--- src/rtl/sseg_scan_ctrl_if.sv ---
// User-side load bus and display pin bundle for sseg_scan_ctrl.
// master = user logic / board side, slave = the scan controller.
interface sseg_scan_ctrl_if;
  logic [31:0] data_in;
  logic [7:0]  dp_in;
  logic [7:0]  blank_in;
  logic        load;
  logic        load_ack;
  logic        frame_tick;
  logic [7:0]  an;
  logic [6:0]  sseg;
  logic        dp;

  modport master (
    output data_in, dp_in, blank_in, load,
    input  load_ack, frame_tick, an, sseg, dp
  );

  modport slave (
    input  data_in, dp_in, blank_in, load,
    output load_ack, frame_tick, an, sseg, dp
  );
endinterface

--- src/rtl/sseg_scan_ctrl.sv ---
// 8-digit common-anode seven-segment scan controller with double-buffered display data.
// Optional leading-zero blanking is enabled by defining SSEG_LZB_EN.
module sseg_scan_ctrl #(
  parameter int unsigned REFRESH_DIV = 100000,
  parameter int unsigned BLANK_CYC   = 16
) (
  input  logic             clk,
  input  logic             rst_n,
  sseg_scan_ctrl_if.slave  bus
);

  localparam int unsigned CNT_W = $clog2(REFRESH_DIV);

  typedef enum logic {ST_BLANK, ST_SHOW} state_t;

  state_t           state;
  logic [CNT_W-1:0] cnt;
  logic [2:0]       idx;
  logic             pend_vld;
  logic [31:0]      pend_data;
  logic [7:0]       pend_dp;
  logic [7:0]       pend_blank;
  logic [31:0]      act_data;
  logic [7:0]       act_dp;
  logic [7:0]       act_blank;
  logic [7:0]       an_q;
  logic [6:0]       sseg_q;
  logic             dp_q;
  logic             load_ack_q;
  logic             frame_tick_q;

  logic             slot_end;
  logic             frame_end;
  logic [CNT_W-1:0] cnt_nxt;
  logic [3:0]       nib;
  logic [6:0]       seg;
  logic [7:0]       lzb;
  logic [7:0]       dark;

  assign slot_end  = (cnt == CNT_W'(REFRESH_DIV - 1));
  assign frame_end = slot_end && (idx == 3'd7);
  assign cnt_nxt   = slot_end ? '0 : cnt + CNT_W'(1);
  assign nib       = act_data[{idx, 2'b00} +: 4];
  assign dark      = act_blank | lzb;

  // Hex nibble to active-low {g,f,e,d,c,b,a}
  always_comb begin
    seg = 7'h7F;
    case (nib)
      4'h0: seg = 7'h40;
      4'h1: seg = 7'h79;
      4'h2: seg = 7'h24;
      4'h3: seg = 7'h30;
      4'h4: seg = 7'h19;
      4'h5: seg = 7'h12;
      4'h6: seg = 7'h02;
      4'h7: seg = 7'h78;
      4'h8: seg = 7'h00;
      4'h9: seg = 7'h10;
      4'hA: seg = 7'h08;
      4'hB: seg = 7'h03;
      4'hC: seg = 7'h46;
      4'hD: seg = 7'h21;
      4'hE: seg = 7'h06;
      4'hF: seg = 7'h0E;
      default: seg = 7'h7F;
    endcase
  end

`ifdef SSEG_LZB_EN
  // Digit i (i>0) is dark when it and every higher nibble are zero; digit 0 always shows
  always_comb begin
    lzb = '0;
    for (int i = 1; i < 8; i++) begin
      lzb[i] = ~|(act_data >> (4 * i));
    end
  end
`else
  assign lzb = '0;
`endif

  always_ff @(posedge clk or negedge rst_n) begin
    if (!rst_n) begin
      state        <= (BLANK_CYC == 0) ? ST_SHOW : ST_BLANK;
      cnt          <= '0;
      idx          <= '0;
      pend_vld     <= 1'b0;
      pend_data    <= '0;
      pend_dp      <= '0;
      pend_blank   <= '0;
      act_data     <= '0;
      act_dp       <= '0;
      act_blank    <= '0;
      an_q         <= 8'hFF;
      sseg_q       <= 7'h7F;
      dp_q         <= 1'b1;
      load_ack_q   <= 1'b0;
      frame_tick_q <= 1'b0;
    end else begin
      cnt          <= cnt_nxt;
      frame_tick_q <= frame_end;
      load_ack_q   <= 1'b0;
      if (slot_end) begin
        idx <= idx + 3'd1;
      end
      state <= (cnt_nxt < CNT_W'(BLANK_CYC)) ? ST_BLANK : ST_SHOW;

      // Output register: one cycle behind the counter/index state
      case (state)
        ST_SHOW: begin
          an_q   <= dark[idx] ? 8'hFF : ~(8'b1 << idx);
          sseg_q <= seg;
          dp_q   <= ~act_dp[idx];
        end
        default: begin
          an_q   <= 8'hFF;
          sseg_q <= 7'h7F;
          dp_q   <= 1'b1;
        end
      endcase

      // A load on the boundary itself bypasses the pending buffer
      if (frame_end && bus.load) begin
        act_data   <= bus.data_in;
        act_dp     <= bus.dp_in;
        act_blank  <= bus.blank_in;
        pend_vld   <= 1'b0;
        load_ack_q <= 1'b1;
      end else if (frame_end && pend_vld) begin
        act_data   <= pend_data;
        act_dp     <= pend_dp;
        act_blank  <= pend_blank;
        pend_vld   <= 1'b0;
        load_ack_q <= 1'b1;
      end else if (bus.load) begin
        pend_data  <= bus.data_in;
        pend_dp    <= bus.dp_in;
        pend_blank <= bus.blank_in;
        pend_vld   <= 1'b1;
      end
    end
  end

  assign bus.an         = an_q;
  assign bus.sseg       = sseg_q;
  assign bus.dp         = dp_q;
  assign bus.load_ack   = load_ack_q;
  assign bus.frame_tick = frame_tick_q;

endmodule

--- src/flat_wrapper.sv ---
// flat-port wrapper written by rule: the top's interface ports become plain ports
module sseg_scan_ctrl_flat 
#(
  parameter int unsigned REFRESH_DIV = 100000,
  parameter int unsigned BLANK_CYC   = 16
)
  (clk, rst_n, bus_data_in, bus_dp_in, bus_blank_in, bus_load, bus_load_ack, bus_frame_tick, bus_an, bus_sseg, bus_dp);
  sseg_scan_ctrl_if bus_i ();
  input  logic clk;
  input  logic rst_n;
  input wire logic [$bits(bus_i.data_in)-1:0] bus_data_in;
  input wire logic [$bits(bus_i.dp_in)-1:0] bus_dp_in;
  input wire logic [$bits(bus_i.blank_in)-1:0] bus_blank_in;
  input wire logic [$bits(bus_i.load)-1:0] bus_load;
  output wire logic [$bits(bus_i.load_ack)-1:0] bus_load_ack;
  output wire logic [$bits(bus_i.frame_tick)-1:0] bus_frame_tick;
  output wire logic [$bits(bus_i.an)-1:0] bus_an;
  output wire logic [$bits(bus_i.sseg)-1:0] bus_sseg;
  output wire logic [$bits(bus_i.dp)-1:0] bus_dp;
  assign bus_i.data_in = bus_data_in;
  assign bus_i.dp_in = bus_dp_in;
  assign bus_i.blank_in = bus_blank_in;
  assign bus_i.load = bus_load;
  assign bus_load_ack = bus_i.load_ack;
  assign bus_frame_tick = bus_i.frame_tick;
  assign bus_an = bus_i.an;
  assign bus_sseg = bus_i.sseg;
  assign bus_dp = bus_i.dp;
  sseg_scan_ctrl #(.REFRESH_DIV(REFRESH_DIV), .BLANK_CYC(BLANK_CYC)) u_core (.clk(clk), .rst_n(rst_n), .bus(bus_i));
endmodule
--- config.mk ---
export PLATFORM = sky130hd
export DESIGN_NAME = sseg_scan_ctrl_flat
export DESIGN_NICKNAME = d
export VERILOG_FILES = /design/src/rtl/sseg_scan_ctrl_if.sv /design/src/rtl/sseg_scan_ctrl.sv /design/src/flat_wrapper.sv
export SDC_FILE = /design/constraint.sdc
export NUM_CORES = 1
export LEC_CHECK = 0
export ABC_AREA = 0
export BUFFER_PORTS_ARGS = -buffer_cell sky130_fd_sc_hd__buf_4
export CORE_UTILIZATION = 55
export CTS_BUF_LIST = sky130_fd_sc_hd__clkbuf_4
export CTS_CLUSTER_DIAMETER = 150
export DETAILED_ROUTE_END_ITERATION = 8
export PLACE_DENSITY_LB_ADDON = 0.12
export SLEW_MARGIN = 20
export SYNTH_ARGS = -nofsm -noshare
export SYNTH_HDL_FRONTEND = slang
export SYNTH_SLANG_ARGS = --single-unit
--- constraint.sdc ---
create_clock -name clk -period 6.7 [get_ports clk]
set_input_delay 0.335 -clock clk [delete_from_list [all_inputs] [get_ports clk]]
set_output_delay 0.335 -clock clk [all_outputs]
set_load 0.05 [all_outputs]
==> flow_metrics.env <==
export IMPL_vdd_drop_max_mv=0.174
export IMPL_synth_edf_count=0
export IMPL_ys_async_sr_fraction_pct=100
export IMPL_area_growth_pct=18.8
export IMPL_drt_wl_total_microns=12000
export IMPL_grt_pass1_vias=4169
export IMPL_cellPowerDensity_mw_per_mm2=222
export IMPL_final_cell_area_sq_mm=0.00726
export IMPL_vias_per_cell=5.50
export IMPL_clk_latency_ps=540
export IMPL_post_route_period_util_pct=48.0
export IMPL_grt_pass1_wl_microns=20400
export IMPL_cts_sinks=136
export IMPL_antenna_found_initial=0
export IMPL_final_cell_count_no_fill=765
export IMPL_wl_per_cell_microns=15.7
export IMPL_synth_area_leaders="dfrtp_1 (49%), mux2_2 (9.0%), dfstp_2 (6.9%), o22ai_1 (4.9%), nand2_1 (4.5%)"
export IMPL_ys_flop_type="dfrtp_1"
export IMPL_drcViolationCount=0
export IMPL_rows=38
export IMPL_track_usage_pct=23.6
export IMPL_syn_cell_area_sq_mm=0.00611
export IMPL_hold_violations=0
export IMPL_synth_common_cells="dfrtp_1 (120), nand2_1 (74), mux2_2 (49)"
export IMPL_crit_type="reg2reg"
export IMPL_dr_pass1_iters=5
export IMPL_fin_ws_ps=3480
export IMPL_ys_warnings_count=0
export IMPL_setup_tns_ps=0
export IMPL_crit_fanout=48
export IMPL_synth_top_area_cell="dfrtp_1"
export IMPL_ant_nets=0
export IMPL_arrival_ps=3650
export IMPL_initial_core_util_pct=56.4
export IMPL_core_sq_mm=0.0108
export IMPL_cts_tree="yes"
export IMPL_p_leak_nw=3.23
export IMPL_cp_startpoint="u_core.idx[0]"
export IMPL_rsz0062_at_grt="false"
export IMPL_synth_most_common_cell="dfrtp_1"
export IMPL_max_cap_violations=0
export IMPL_cts_root_buffer="clkbuf_4"
export IMPL_start_kind="flop"
export IMPL_fill_cells=836
export IMPL_hpwl_microns=7830
export IMPL_cts_buffers=17
export IMPL_report_final_setup_viol=0
export IMPL_drive_above_1_share_pct=29.0
export IMPL_total_power_w=0.00161
export IMPL_die_area_sq_mm=0.0115
export IMPL_yosysSeqAreaShare_pct=56.0
export IMPL_overflow=0
export IMPL_cp_required_ps=7130
export IMPL_clk_pin_slew_worst_paths_ps=120
export IMPL_drt_iter0_drc=123
export IMPL_final_nets=676
export IMPL_period_needed_ps=3220
export IMPL_syn_area_per_cell_sq_um=11.6
export IMPL_syn_nets=590
export IMPL_netlist_cell_type_count=38
export IMPL_max_freq_mhz=311
export IMPL_cts_resized=0
export IMPL_die_height_microns=107
export IMPL_slew_headroom_pct=27.3
export IMPL_synth_top_area_share_pct=49.1
export IMPL_rr_startpoint="u_core.idx[0]"
export IMPL_grt_max_degree=97
export IMPL_ys_seq_elements=136
export IMPL_dp_cells=701
export IMPL_fp_dieW_microns=107
export IMPL_tightest_slew_ps=1080
export IMPL_diodes=0
export IMPL_post_place_ws_ps=3510
export IMPL_outcome="completed"
export IMPL_end_kind="flop"
export IMPL_hold_class="in2reg"
export IMPL_dpl_cell_area_sq_mm=0.00666
export IMPL_hp_start="bus_blank_in[0]"
export IMPL_finClkSkew_ps=19.4
export IMPL_slew_violations=0
export IMPL_clockBufferDepth=2
export IMPL_htree_levels=4
export IMPL_gp_congestion=0.856
export IMPL_syn_instance_count=526
export IMPL_io_buffer_count=68
export IMPL_vias=4209
export IMPL_io_pin_count=69
[what timing repair did]
item,CTS,global route
setup buffers,0,0
hold endpoints to repair,91,1
hold buffers,31,1
[state kept, by name (all words and copies together) (netlist names)]
register / cells
u_core.act_blank: 8
u_core.act_data: 32
u_core.act_dp: 8
u_core.bus.an: 8
u_core.bus.dp: 1
u_core.bus.frame_tick: 1
u_core.bus.load_ack: 1
u_core.bus.sseg: 7
u_core.cnt: 17
u_core.idx: 3
u_core.pend_blank: 8
u_core.pend_data: 32
u_core.pend_dp: 8
u_core.pend_vld: 1
u_core.state: 1
[cells by family after synthesis]
kind of cell,share of synthesized area [%]
xor+xnor,2.58
simple gates,9.58
compound gates,10.9
mux,14.4
fa+ha+maj,2.66
flops,56.0
buf+inv,3.85
[cell type report]
class                           count  area [sq um]  share of cell area [%]
Timing Repair Buffer              105           868                    12.0
Clock buffer                       19           143                    1.97
Sequential cell                   136          3420                    47.2
Multi-Input combinational cell    341          2470                    34.1
Inverter                           11          41.3                   0.569
Tap cell                          140           175                    2.41
Clock inverter                     13           135                    1.86
[cell usage in the layout, fill, tap and decap left out, types with 3 or more instances in the layout]
master / count
mux2_2: 49
o22ai_1: 48
mux2i_1: 5
nand3_1: 9
and2_1: 4
dfstp_2: 16
nand2_1: 74
nor3_1: 3
xor2_1: 9
bufinv_16: 3
inv_1: 10
clkinv_2: 3
nor2_1: 13
and3_1: 9
clkinv_1: 7
dlygate4sd3_1: 32
o211ai_1: 4
nand4_1: 6
ha_1: 13
o21ai_0: 15
dfrtp_1: 120
buf_4: 73
o21ai_1: 40
clkbuf_4: 19
mux4_2: 12
xnor2_1: 9
[routing by layer]
| metal | GRT usage (%) | share of wire [%] |
|---|---|---|
| met5 | 0 | 0 |
| met4 | 9.98 | 1.9 |
| met3 | 5.27 | 2.9 |
| met2 | 37.6 | 49 |
| met1 | 31.3 | 46 |
[where the power goes]
part	leakage [nW]	internal, W	switching [W]
logic	1.41	0.0000920	0.0000905
clock network	0.151	0.000257	0.000275
registers	1.67	0.000872	0.0000233
[metrics by stage]
stage / hold WS [ps] / utilization (%)
5_1_grt: 4.27 / 67.0
6_report: 40.3 / 67.0
2_1_floorplan: 39.4 / -
4_1_cts: 0.0797 / 66.8
3_3_place_gp: 454 / 61.4
3_5_place_dp: 460 / 61.4
[critical path: stages, from the launching register on]
cell     delay, ps
dfrtp_1        900
ha_1           300
ha_1           170
inv_1           90
nor4_1         910
nor2_4         -10
buf_4          360
mux2_2         360
[worst paths after layout]
| path | to | slack, ps | depth (start not counted) |
|---|---|---|---|
| worst min-delay path | u_core.pend_blank[0] | 40 | 2 |
| worst max register to register | u_core.pend_dp[1] | 3480 | 7 |
| min in group asynchronous | u_core.pend_blank[0] | 480 | 2 |
| worst min register to register | u_core.cnt[0] | 480 | 1 |
| worst max-delay path | u_core.pend_dp[1] | 3480 | 7 |
| max in group asynchronous | u_core.act_data[17] | 4910 | 3 |
Note: power is estimated with default switching activity, not from simulation.
